$ cat src/rtl/fc_port_state_machine.sv
// rtl/fc_port_state_machine.sv - FC port state machine selecting the TX ordered set from recognised RX primitive sequences
// Optional link statistics and lr_req input are built when FC_PORT_STATS_EN is defined.
module fc_port_state_machine #(
   parameter int RECOG_COUNT    = 3,
   parameter int LOS_CYCLES     = 1024,
   parameter int TIMEOUT_CYCLES = 100000
) (
   input  logic        clk,
   input  logic        reset_n,
   input  logic        rx_valid,
   input  logic [4:0]  rx_prim,
   input  logic        rx_sync,
   input  logic        offline_req,
`ifdef FC_PORT_STATS_EN
   input  logic        lr_req,
   output logic [15:0] link_fail_count,
   output logic [15:0] lr_count,
`endif
   output logic [3:0]  state,
   output logic [4:0]  tx_prim,
   output logic        link_active
);

   typedef enum logic [3:0] {
      ST_AC  = 4'd0,
      ST_LR1 = 4'd1,
      ST_LR2 = 4'd2,
      ST_LR3 = 4'd3,
      ST_LF1 = 4'd4,
      ST_LF2 = 4'd5,
      ST_OL1 = 4'd6,
      ST_OL2 = 4'd7,
      ST_OL3 = 4'd8
   } state_t;

   localparam logic [4:0] P_IDLE = 5'd0;
   localparam logic [4:0] P_NOS  = 5'd14;
   localparam logic [4:0] P_OLS  = 5'd15;
   localparam logic [4:0] P_LR   = 5'd16;
   localparam logic [4:0] P_LRR  = 5'd17;

   localparam int LOS_W = $clog2(LOS_CYCLES) + 1;
   localparam int TMR_W = $clog2(TIMEOUT_CYCLES) + 1;
   localparam logic [2:0]       RECOG_MAX = 3'(RECOG_COUNT);
   localparam logic [LOS_W-1:0] LOS_MAX   = LOS_W'(LOS_CYCLES);
   localparam logic [TMR_W-1:0] TMR_MAX   = TMR_W'(TIMEOUT_CYCLES);

   state_t             state_r;
   state_t             state_nxt;
   logic [2:0]         rep_cnt;
   logic [2:0]         rep_nxt;
   logic [4:0]         last_prim;
   logic [4:0]         last_nxt;
   logic [LOS_W-1:0]   los_cnt;
   logic [LOS_W-1:0]   los_nxt;
   logic [TMR_W-1:0]   timer;
   logic [TMR_W-1:0]   tmr_nxt;
   logic               recog_hit;
   logic               rec_idle, rec_lr, rec_lrr, rec_nos, rec_ols;
   logic               los_fire;
   logic               timed;
   logic               tmr_fire;
   logic               lr_rise;

   function automatic logic [4:0] tx_of(input state_t s);
      case (s)
         ST_AC, ST_LR3:          tx_of = P_IDLE;
         ST_LR1, ST_OL2:         tx_of = P_LR;
         ST_LR2:                 tx_of = P_LRR;
         ST_LF1:                 tx_of = P_NOS;
         default:                tx_of = P_OLS;
      endcase
   endfunction

   // Recognition looks at the count including this cycle's word, so a
   // sequence completing on cycle N moves the state at the edge ending N.
   always_comb begin
      rep_nxt  = rep_cnt;
      last_nxt = last_prim;
      if (!rx_sync) begin
         rep_nxt = '0;
      end else if (rx_valid) begin
         if (rx_prim == last_prim) begin
            if (rep_cnt != RECOG_MAX) rep_nxt = rep_cnt + 3'd1;
         end else begin
            last_nxt = rx_prim;
            rep_nxt  = 3'd1;
         end
      end
   end

   assign recog_hit = (rep_nxt == RECOG_MAX);
   assign rec_idle  = recog_hit && (last_nxt == P_IDLE);
   assign rec_lr    = recog_hit && (last_nxt == P_LR);
   assign rec_lrr   = recog_hit && (last_nxt == P_LRR);
   assign rec_nos   = recog_hit && (last_nxt == P_NOS);
   assign rec_ols   = recog_hit && (last_nxt == P_OLS);

   always_comb begin
      los_nxt = los_cnt;
      if (rx_sync) los_nxt = '0;
      else if (los_cnt != LOS_MAX) los_nxt = los_cnt + LOS_W'(1);
   end

   assign los_fire = (los_nxt == LOS_MAX);

   assign timed = (state_r == ST_LR1) || (state_r == ST_LR2) || (state_r == ST_LR3) ||
                  (state_r == ST_OL2) || (state_r == ST_OL3);

   always_comb begin
      tmr_nxt = '0;
      if (timed) tmr_nxt = (timer == TMR_MAX) ? timer : timer + TMR_W'(1);
   end

   assign tmr_fire = timed && (tmr_nxt == TMR_MAX);

`ifdef FC_PORT_STATS_EN
   logic lr_req_q;
   assign lr_rise = lr_req && !lr_req_q;
`else
   assign lr_rise = 1'b0;
`endif

   always_comb begin
      state_nxt = state_r;
      if (offline_req) begin
         state_nxt = ST_OL1;
      end else if (los_fire && (state_r != ST_LF1) && (state_r != ST_OL1)) begin
         state_nxt = ST_LF1;
      end else if (tmr_fire) begin
         state_nxt = ST_LF1;
      end else begin
         case (state_r)
            ST_AC: begin
               if (lr_rise)      state_nxt = ST_LR1;
               else if (rec_lr)  state_nxt = ST_LR2;
               else if (rec_nos) state_nxt = ST_LF2;
               else if (rec_ols) state_nxt = ST_OL2;
            end
            ST_LR1: begin
               if (rec_lrr)      state_nxt = ST_LR3;
               else if (rec_lr)  state_nxt = ST_LR2;
               else if (rec_nos) state_nxt = ST_LF2;
            end
            ST_LR2: begin
               if (rec_idle)     state_nxt = ST_AC;
               else if (rec_lrr) state_nxt = ST_LR3;
               else if (rec_nos) state_nxt = ST_LF2;
            end
            ST_LR3: begin
               if (rec_idle)     state_nxt = ST_AC;
               else if (rec_lr)  state_nxt = ST_LR2;
               else if (rec_nos) state_nxt = ST_LF2;
            end
            ST_LF1: begin
               if (rec_nos)      state_nxt = ST_LF2;
               else if (rec_ols) state_nxt = ST_OL2;
            end
            ST_LF2: begin
               if (rec_ols)      state_nxt = ST_OL2;
               else if (rec_lr)  state_nxt = ST_LR2;
            end
            ST_OL1: begin
               if (rec_ols)      state_nxt = ST_OL2;
               else if (rec_lr)  state_nxt = ST_LR2;
               else if (rec_nos) state_nxt = ST_OL3;
            end
            ST_OL2: begin
               if (rec_lrr)      state_nxt = ST_LR3;
               else if (rec_lr)  state_nxt = ST_LR2;
               else if (rec_nos) state_nxt = ST_OL3;
            end
            ST_OL3: begin
               if (rec_ols)      state_nxt = ST_OL2;
               else if (rec_lr)  state_nxt = ST_LR2;
            end
            default:             state_nxt = ST_OL1;
         endcase
      end
   end

   // Any state change discards the partial sequence so one burst cannot cascade.
   always_ff @(posedge clk or negedge reset_n) begin
      if (!reset_n) begin
         state_r     <= ST_OL1;
         tx_prim     <= P_OLS;
         link_active <= 1'b0;
         rep_cnt     <= '0;
         last_prim   <= '0;
         los_cnt     <= '0;
         timer       <= '0;
      end else begin
         state_r     <= state_nxt;
         tx_prim     <= tx_of(state_nxt);
         link_active <= (state_nxt == ST_AC);
         rep_cnt     <= (state_nxt != state_r) ? 3'd0 : rep_nxt;
         last_prim   <= last_nxt;
         los_cnt     <= los_nxt;
         timer       <= (state_nxt != state_r) ? '0 : tmr_nxt;
      end
   end

`ifdef FC_PORT_STATS_EN
   always_ff @(posedge clk or negedge reset_n) begin
      if (!reset_n) begin
         lr_req_q        <= 1'b0;
         link_fail_count <= '0;
         lr_count        <= '0;
      end else begin
         lr_req_q <= lr_req;
         if ((state_nxt == ST_LF1) && (state_r != ST_LF1) && (link_fail_count != 16'hFFFF))
            link_fail_count <= link_fail_count + 16'd1;
         if ((state_nxt == ST_LR2) && (state_r != ST_LR2) && (lr_count != 16'hFFFF))
            lr_count <= lr_count + 16'd1;
      end
   end
`endif

   assign state = state_r;

endmodule

$ cat config.mk
export PLATFORM = sky130hd
export DESIGN_NAME = fc_port_state_machine
export DESIGN_NICKNAME = d
export VERILOG_FILES = /design/src/rtl/fc_port_state_machine.sv
export SDC_FILE = /design/constraint.sdc
export NUM_CORES = 1
export LEC_CHECK = 0
export BUFFER_PORTS_ARGS = -buffer_cell sky130_fd_sc_hd__clkbuf_2
export CORE_AREA = 2 2 79 100
export CTS_BUF_LIST = sky130_fd_sc_hd__clkbuf_16
export DETAILED_ROUTE_END_ITERATION = 10
export DIE_AREA = 0 0 81 102
export PLACE_DENSITY = 0.7
export SETUP_SLACK_MARGIN = 0.05
export SLEW_MARGIN = 0
export SYNTH_ARGS = -nofsm -noshare
export SYNTH_HDL_FRONTEND = slang
export SYNTH_SLANG_ARGS = --single-unit
$ cat constraint.sdc
create_clock -name clk -period 3.97 [get_ports clk]
set_input_delay 0.5955 -clock clk [delete_from_list [all_inputs] [get_ports clk]]
set_output_delay 0.5955 -clock clk [all_outputs]
set_load 0.05 [all_outputs]
---- Word level (Yosys, flattened, before mapping) ----
Cells that the tools add are included.
operators by class
  add/subtract/negate cells ............... 3
  multiply operators ...................... 0
  divide/modulo/power cells ............... 0
  order comparisons ....................... 0
  eq/ne operators ......................... 27
  shifts and indexed selects .............. 0
  multiplexer cells ....................... 33
  bitwise operators ....................... 0
  reduce and logical (&&, ||, !) cells .... 18
operators with widths
  kind                                                               number
  4-bit two-way mux                                                  18
  18-bit two-way mux                                                 3
  18-bit by 17-bit == test with 1-bit output, second input constant  2
  4-bit case mux with 8 select lines                                 1
  4-bit by 3-bit == test with 1-bit output, second input constant    6
  11-bit two-way mux                                                 2
  5-bit case mux with 4 select lines                                 1
  18-bit by 1-bit adder with 18-bit output, second input constant    1
  4-bit by 2-bit == test with 1-bit output, second input constant    4
  3-bit two-way mux                                                  5
  5-bit two-way mux                                                  3
  11-bit by 1-bit adder with 11-bit output, second input constant    1
  11-bit == test, second input constant                              1
  11-bit != test, second input constant                              1
  5-bit by 4-bit == test with 1-bit output, second input constant    2
  5-bit == test, second input constant                               2
  4-bit by 1-bit == test with 1-bit output, second input constant    2
  1-bit logical AND                                                  8
  4-bit logical NOT                                                  2
  4-bit by 3-bit != test with 1-bit output, second input constant    2
  2-bit OR reduction                                                 3
  5-bit == test                                                      1
  5-bit logical NOT                                                  1
  4-bit == test, second input constant                               1
  other kinds (5)                                                    8
storage, ports and cells
  flip-flop bits (word level) ............. 47
  latch bits .............................. 0
  memory bits (writable) .................. 0
  memory bits (read-only) ................. 0
  input bits .............................. 10
  output and inout bits ................... 10
  logic and storage cells ................. 88
  memories ................................ 0

---- Depth between registers and ports, before layout ----
Gate-level depths: netlist (run 1).
  depth after elaboration ................. 17
  depth in mapped cells ................... 13
  mapped depth without buffers ............ 12

---- Least setup slack after synthesis (run 1) ----
OpenSTA, ideal clock, no wires.
  path type ............................... register to register
  start point ............................. reg state_r[0], in the netlist state[0]
  end point ............................... reg timer[10]
  setup time .............................. 0.096 ns
  arrival time ............................ 2.984 ns
  required time ........................... 3.874 ns
  path slack .............................. 0.890 ns
  cell stages (with the launch flop) ...... 11
  path buffers ............................ 2
  clock period less this slack ............ 3.080 ns
  cells stage by stage .................... dfrtp_1 > and2_1 > buf_2 > a221o_1 > a211o_1 > a2111oi_4 > nand2_2 > a311oi_2 > o211ai_2 > buf_6 > nor4_2
on the way
  longest elaborated chain between the ends .. 13
  elaborated cells on any way between the ends .. 42
  classes of those cells .................. eq/ne: 12; mux: 21; reduce/logical: 9
ends and longest elaborated chain
  item                                                                                                  line      source
  start, declared                                                                                       48        state_t state_r;
  start signal, assigned                                                                                193       state_r <= state_nxt;
  4-bit by 1-bit == test with 1-bit output or 4-bit by 2-bit == test with 1-bit output (tied branches)  107, 133
  1-bit logical OR (3 in a row)                                                                         107       assign timed = (state_r == ST_LR1) || (state_r == ST_LR2) || (state_r == ST_LR3) ||
  1-bit logical OR                                                                                      108       (state_r == ST_OL2) || (state_r == ST_OL3);
  18-bit two-way mux                                                                                    112       if (timed) tmr_nxt = (timer == TMR_MAX) ? timer : timer + TMR_W'(1);
  18-bit by 17-bit == test with 1-bit output                                                            115       assign tmr_fire = timed && (tmr_nxt == TMR_MAX);
  1-bit logical AND                                                                                     115
  4-bit two-way mux                                                                                     130       end else if (tmr_fire) begin
  4-bit two-way mux                                                                                     128       end else if (los_fire && (state_r != ST_LF1) && (state_r != ST_OL1)) begin
  4-bit two-way mux                                                                                     126       if (offline_req) begin
  4-bit != test                                                                                         199       timer <= (state_nxt != state_r) ? '0 : tmr_nxt;
  18-bit two-way mux (*)                                                                                199
  end signal, assigned                                                                                  199
  end, declared                                                                                         56        logic [TMR_W-1:0] timer;
Mark *: on every way between the ends. The rest lies on a longest branch, timed or not.

---- Worst setup path in the final report (run 1) ----
  start point ............................. reg rep_cnt[0]
  end point ............................... reg timer[5]
on the way
  longest elaborated chain between the ends .. 16
  elaborated cells on any way between the ends .. 33
  classes of those cells .................. add/sub: 1; eq/ne: 3; mux: 24; reduce/logical: 5
ends and longest elaborated chain
  item                                                                                                line    source
  start, declared                                                                                     50      logic [2:0] rep_cnt;
  start signal, assigned                                                                              196     rep_cnt <= (state_nxt != state_r) ? 3'd0 : rep_nxt;
  3-bit by 1-bit adder with 3-bit output or 3-bit by 2-bit != test with 1-bit output (tied branches)  84      if (rep_cnt != RECOG_MAX) rep_nxt = rep_cnt + 3'd1;
  3-bit two-way mux                                                                                   84
  3-bit two-way mux                                                                                   83      if (rx_prim == last_prim) begin
  3-bit two-way mux (*)                                                                               82      end else if (rx_valid) begin
  3-bit two-way mux (*)                                                                               80      if (!rx_sync) begin
  3-bit by 2-bit == test with 1-bit output (*)                                                        92      assign recog_hit = (rep_nxt == RECOG_MAX);
  1-bit logical AND, on equally long branches                                                         96, 97
  4-bit two-way mux, on equally long branches (2 in a row)                                            n/a
  4-bit two-way mux (tied with other cells)                                                           169     if (rec_lrr) state_nxt = ST_LR3;
  4-bit case mux with 8 select lines (*)                                                              133     case (state_r)
  4-bit two-way mux (*)                                                                               130
  4-bit two-way mux (*)                                                                               128
  4-bit two-way mux (*)                                                                               126
  4-bit != test (*)                                                                                   199
  18-bit two-way mux (*)                                                                              199
Marks and branches as above.

==> flow_metrics.env, run 1 <==
export IMPL_drv_cap=0
export IMPL_p_sw_uw=822
export IMPL_grt_usage_pct=20.0
export IMPL_final_max_slew_viol_count=0
export IMPL_postCtsHoldBufs=0
export IMPL_start_util_pct=49.2
export IMPL_ys_ff_latch=45
export IMPL_grt_pass1_vias=2978
export IMPL_p_total_mw=1.89
export IMPL_hold_viol=0
export IMPL_fin_util_pct=53.7
export IMPL_vias=2998
export IMPL_pre_cts_ws_ps=517
export IMPL_finalSetupViolCount=0
export IMPL_grt_pass1_wl_microns=13300
export IMPL_pwr_density_cell_nw_per_um2=484
export IMPL_dp_hpwl_microns=5720
export IMPL_clock_power_share_pct=25.0
export IMPL_wl_microns=7790
export IMPL_max_freq_mhz=296
export IMPL_cp_slowest_cell="dfrtp_1"
export IMPL_ir_worst_vdd_mv=0.393
export IMPL_startpoint_type="flop"
export IMPL_seq_area_sq_um=1130
export IMPL_switching_share_pct=43.5
export IMPL_synth_cells=386
export IMPL_grt_max_degree=36
export IMPL_synth_area_per_cell_sq_um=9.26
export IMPL_cts_resized=0
export IMPL_dr_first_iter_drc_count=145
export IMPL_critPathKind="reg -> reg"
export IMPL_clkSinkCount=45
export IMPL_synth_nets=401
export IMPL_clk_latency_ps=290
export IMPL_drt_vias_per_instance=6.09
export IMPL_clkSlewWorstSetupHoldPaths_ps=60
export IMPL_clockBufferDepth=2
export IMPL_grt_ovfl_total=0
export IMPL_status="finished, final reports clean"
export IMPL_wl_per_cell_microns=15.8
export IMPL_netlist_top_cells_area="dfrtp_1 (29%), nor4_2 (5.3%), xnor2_1 (4.9%), dfstp_2 (2.9%), xor2_1 (2.7%)"
export IMPL_die_area_sq_um=8260
export IMPL_nNetsFinal=414
export IMPL_ys_warn_count=0
export IMPL_n_antenna_cell=0
export IMPL_synth_cell_types=81
export IMPL_power_internal_mw=1.07
export IMPL_synth_edf_count=0
export IMPL_drive_above_1_share_pct=21.8
export IMPL_tritoncts="done"
export IMPL_die_w_microns=81
export IMPL_pwr_share_comb_pct=43.6
export IMPL_critPathRequiredTime_ps=4150
export IMPL_period_minus_slack_ps=3370
export IMPL_layout_commonest_cell="dfrtp_1"
export IMPL_worstPathCellList="ha_1 -> nand2b_1 -> nand3_1 -> a211oi_1 -> o211a_1 -> a31oi_1 -> nor4_1 -> buf_4 -> nor2b_1 -> o31a_1 -> o211ai_2 -> buf_4 -> nor4b_1"
export IMPL_path_common_cell="buf_4"
export IMPL_first_pass_iters=4
export IMPL_multi_input_comb_area_sq_um=2280
export IMPL_synth_ff_type="dfrtp_1"
export IMPL_antenna_found_initial=0
export IMPL_gr_usage_met2_pct=35.4
export IMPL_area_delta_synth_final_pct=9.21
export IMPL_final_cell_mix="dfrtp_1 (41), nand2_1 (25), nor2_1 (25)"
export IMPL_fill_cells=687
export IMPL_num_io_pins=20
export IMPL_use_met1_pct=23.4
export IMPL_seqPwrFrac_pct=31.4
export IMPL_cts_setup_buffers=0
export IMPL_htree_levels=2
export IMPL_rsz0062_at_grt="false"
export IMPL_cp_end_kind="flop"
export IMPL_crit_fanout=21
export IMPL_layout_setup_ws_ps=596
export IMPL_worst_path_largest_cell_delay_ps=440
export IMPL_drc=0
export IMPL_async_flop_share_pct=100
export IMPL_slew_headroom_pct=60.3
export IMPL_cts_root_buf="clkbuf_16"
export IMPL_synth_cell_area_sq_um=3570
export IMPL_top_usage_layer="met2"
export IMPL_io_buffers=19
export IMPL_synth_largest_area_cell="dfrtp_1"
export IMPL_finalCritPeriodShare_pct=85.0
export IMPL_numCtsBuffers=5
export IMPL_antenna_left=0
export IMPL_die_h_microns=102
export IMPL_gp_congestion=0.965
export IMPL_num_rows=35
export IMPL_core_area_sq_um=7270
export IMPL_hp_class="in -> async"
export IMPL_power_leakage_nw=1.45
export IMPL_fin_skew_ps=4.98
export IMPL_ys_seq_area_share_pct=31.6
export IMPL_worst_pin_slew_ps=596
export IMPL_synth_top_cell_area_share_pct=28.7
export IMPL_final_setup_tns_ps=0
export IMPL_arrival_ps=3560
export IMPL_grt_use_met3_pct=2.74
==> path summary, 6_finish.rpt <==
kind,from,end,slack [ps],cells after the start
worst max-delay path,rep_cnt[0],timer[5],600,13
worst min-delay path,reset_n,los_cnt[8],170,1
worst max register to register,rep_cnt[0],timer[5],600,13
worst min register to register,rep_cnt[2],rep_cnt[2],570,2
max in group asynchronous,reset_n,state[1],3030,2
min in group clk,rep_cnt[2],rep_cnt[2],570,2
==> logic make-up (layout without fill, tap and decap cells) <==
logic type | after synthesis | in the layout | synth area share, %
AO/OA/AOI/OAI | 83 | 83 | 18.4
XOR/XNOR | 31 | 31 | 7.60
adder cells (fa/ha/maj) | 5 | 5 | 1.75
buffers and inverters | 35 | 49 | 4.79
flip-flops | 45 | 45 | 31.6
multiplexers | 11 | 11 | 3.61
AND/OR/NAND/NOR | 176 | 176 | 32.2
==> critical path: cells and delay by family, from the launching register on <==
family	cells	cell delay (ps)
buffers and inverters	2	410
AOI/OAI and AO/OA	5	1190
DFF	1	440
and+or+nand+nor	5	980
adders and majority gates	1	260
==> synthesized netlist by cell type, types with 3 or more instances <==
master	instances
a211oi_1	4
nor3b_1	3
and3_1	6
o21a_1	4
dfrtp_1	41
dfstp_2	4
nor4b_1	3
nand2_1	25
clkbuf_1	5
nor4_1	7
o21ai_0	13
nand2b_1	8
xor2_1	11
a31oi_1	10
mux2i_1	5
o31ai_1	4
inv_1	12
a21oi_1	10
ha_1	5
nor2b_1	5
mux2_2	5
xnor2_1	20
nor2_1	25
nand3_1	18
nor4_2	15
o2111ai_1	3
nand4_1	10
nor3_1	16
nand2_2	3
and2_1	4
or3_1	5
buf_4	3
buf_2	11
==> registers in the layout (all words and copies together) (netlist names) <==
name         count
los_cnt         11
link_active      1
tx_prim          3
state            4
rep_cnt          3
last_prim        5
timer           18
==> metal layers <==
metal,vias up,wire length (microns)
met5,-,0
met4,0,207
met3,20,205
met2,63,4040
met1,1431,3340
li1,1484,-
==> through the flow <==
stage / hold slack, ps / area (sq um) / cells
floorplan: 300 / 3570 / 386
detailed placement: 489 / 3740 / 484
CTS: 179 / 3900 / 492
global placement: 491 / 3740 / 484
global route: 193 / 3900 / 492
finish: 172 / 3900 / 492
==> layout make-up <==
cell class / count / share of cell area (%)
clock buffer: 5 / 3.21
clock inverter: 3 / 1.06
inverter: 13 / 1.25
multi-input combinational: 306 / 58.4
sequential: 45 / 29.0
tap: 92 / 2.95
timing repair buffer: 28 / 4.17
==> power groups by stage <==
| stage | Combinational, mW | Clock [mW] | Sequential (mW) |
|---|---|---|---|
| 2_1_floorplan | 0.635 | 0 | 0.643 |
| 3_3_place_gp | 0.811 | 0 | 0.600 |
| 3_5_place_dp | 0.821 | 0 | 0.599 |
| 4_1_cts | 0.824 | 0.478 | 0.591 |
| 5_1_grt | 0.889 | 0.497 | 0.604 |
| 6_report | 0.823 | 0.472 | 0.593 |
Note: power is estimated with default switching activity, not from simulation.
==> inputs of run 2 (changes only) <==
- PLACE_DENSITY: 0.7 -> 0.73
- clock period: 3.97 -> 3.1 ns (I/O delays scaled with it)
==> run 2 against run 1 <==
Net effect:
- the flow now finishes with violations (negative setup slack)
- clock-buffer cell count stayed put
- flip-flop and latch count stayed put
- via count up 15%
- wire length is 32% higher
- worst hold slack better by 110 ps
- clock power grew 8.9%
- critical path depth unchanged
- maximum frequency increased by 7.7%
- die area stayed put
- global-route usage rose by 4.4 points
- critical path type unchanged
- highest routed layer unchanged
==> flow_metrics.env, run 2 (synthesis results as in run 1) <==
export IMPL_status="finished, violations left"
export IMPL_violations="negative setup slack"
export IMPL_antenna_left=0
export IMPL_clk_latency_ps=290
export IMPL_layout_setup_ws_ps=-33.1
export IMPL_gp_congestion=0.990
export IMPL_postCtsHoldBufs=0
export IMPL_dr_first_iter_drc_count=211
export IMPL_cp_end_kind="flop"
export IMPL_cts_root_buf="clkbuf_16"
export IMPL_io_buffers=19
export IMPL_largest_reg_flops=18
export IMPL_drive_above_1_share_pct=39.9
export IMPL_pwr_density_cell_nw_per_um2=595
export IMPL_die_w_microns=81
export IMPL_seqPwrFrac_pct=25.2
export IMPL_clkSinkCount=45
export IMPL_max_freq_mhz=319
export IMPL_fin_util_pct=66.2
export IMPL_fin_skew_ps=6.72
export IMPL_grt_pass1_wl_microns=16000
export IMPL_start_util_pct=49.2
export IMPL_final_setup_tns_ps=-197
export IMPL_wl_per_cell_microns=18.4
export IMPL_nNetsFinal=480
export IMPL_reg_top3="timer: 18 flops, los_cnt: 11 flops, last_prim: 5 flops"
export IMPL_slew_headroom_pct=40.7
export IMPL_arrival_ps=3300
export IMPL_grt_usage_pct=24.5
export IMPL_fill_cells=574
export IMPL_drv_cap=0
export IMPL_power_leakage_nw=1.81
export IMPL_rrSetupSlack_ps=-30
export IMPL_p_sw_mw=1.34
export IMPL_clock_power_share_pct=17.9
export IMPL_worst_pin_slew_ps=890
export IMPL_top_register="timer"
export IMPL_clockBufferDepth=2
export IMPL_antenna_found_initial=0
export IMPL_tritoncts="done"
export IMPL_num_io_pins=20
export IMPL_finalSetupViolCount=13
export IMPL_pwr_share_comb_pct=56.8
export IMPL_core_area_sq_um=7270
export IMPL_hp_class="in -> async"
export IMPL_n_antenna_cell=0
export IMPL_area_delta_synth_final_pct=34.7
export IMPL_num_rows=35
export IMPL_dp_hpwl_microns=6510
export IMPL_final_cell_mix="buf_4 (60), dfrtp_1 (36), nand2_1 (25), nor2_1 (25)"
export IMPL_htree_levels=2
export IMPL_critPathKind="reg -> reg"
export IMPL_critPathRequiredTime_ps=3270
export IMPL_crit_fanout=5
export IMPL_wl_microns=10300
export IMPL_hold_viol=0
export IMPL_clkSlewWorstSetupHoldPaths_ps=60
export IMPL_switching_share_pct=46.8
export IMPL_rsz0062_at_grt="true"
export IMPL_layout_commonest_cell="buf_4"
export IMPL_p_total_mw=2.86
export IMPL_grt_max_degree=36
export IMPL_numCtsBuffers=5
export IMPL_drc=0
export IMPL_die_area_sq_um=8260
export IMPL_period_minus_slack_ps=3130
export IMPL_power_internal_mw=1.52
export IMPL_ir_worst_vdd_mv=0.399
export IMPL_drt_vias_per_instance=6.20
export IMPL_finalCritPeriodShare_pct=101
export IMPL_first_pass_iters=4
export IMPL_final_max_slew_viol_count=0
export IMPL_grt_pass1_vias=3360
export IMPL_startpoint_type="flop"
export IMPL_vias=3462
export IMPL_grt_ovfl_total=0
export IMPL_die_h_microns=102
[run 2: cell count changes in the layout (fill, tap and decap cells not counted), moves of 4 or more]
cell / change
buf_6: +10
ha_1: -4
buf_4: +51
nor4_4: +13
dfrtp_1: -5
nor4_2: -11
dfrtp_2: +5
[run 2: worst paths after layout]
kind / end / cells past startpoint / from
worst min register to register: last_prim[3] / 1 / last_prim[3]
worst max register to register: timer[6] / 13 / timer[8]
worst max-delay path: timer[6] / 13 / timer[8]
worst min-delay path: los_cnt[7] / 1 / reset_n
min in group clk: last_prim[1] / 2 / rx_prim[1]
max in group asynchronous: los_cnt[3] / 2 / reset_n
[run 2: power groups by stage]
stage / clock network [mW] / logic [mW] / registers, mW
floorplan: 0 / 0.816 / 0.824
global placement: 0 / 1.25 / 0.723
detailed placement: 0 / 1.27 / 0.726
CTS: 0.517 / 1.42 / 0.717
global route: 0.543 / 1.72 / 0.729
finish: 0.514 / 1.63 / 0.722
[run 2: metal layers]
metal  vias up  global-route usage, %  wire [microns]
met5         -                      0               0
met4         0                   8.87             289
met3        30                   2.47             330
met2        99                   46.1            5740
met1      1714                   28.3            3920
li1       1619                      -               -
[run 2: metrics by stage]
step / cells / hold slack [ps] / worst slack, ps / area (sq um)
after floorplan: 386 / 169 / 72.0 / 3580
after global placement: 524 / 548 / 7.73 / 4060
after detailed placement: 524 / 553 / -37.2 / 4060
after CTS: 544 / 323 / 53.4 / 4430
after global routing: 558 / 362 / -220 / 4810
final: 558 / 286 / -33.1 / 4810
[run 2: worst max-delay path: stages, from the launching register on]
cell	delay, ps
dfrtp_1	420
nand2b_1	190
or4_4	470
buf_12	160
nor2_8	100
o211ai_1	130
a2111oi_4	370
nand2_2	170
buf_6	150
a21boi_4	160
a311oi_4	70
o211ai_4	330
clkbuf_16	230
nor3_1	50
[run 2: final cells by class]
type / instances / area [sq um] / share of cell area [%]
Multi-Input combinational cell: 306 / 2620 / 54.4
Sequential cell: 45 / 1140 / 23.6
Timing Repair Buffer: 94 / 758 / 15.8
Clock buffer: 5 / 125 / 2.60
Tap cell: 92 / 115 / 2.39
Inverter: 13 / 48.8 / 1.01
Clock inverter: 3 / 12.5 / 0.260
[run 2: timing repair]
item	4_1_cts	5_1_grt
pin swaps	19	35
endpoints found under the setup margin	22	25
gates cloned	2	0
gates resized for setup	23	52
setup buffers	10	14
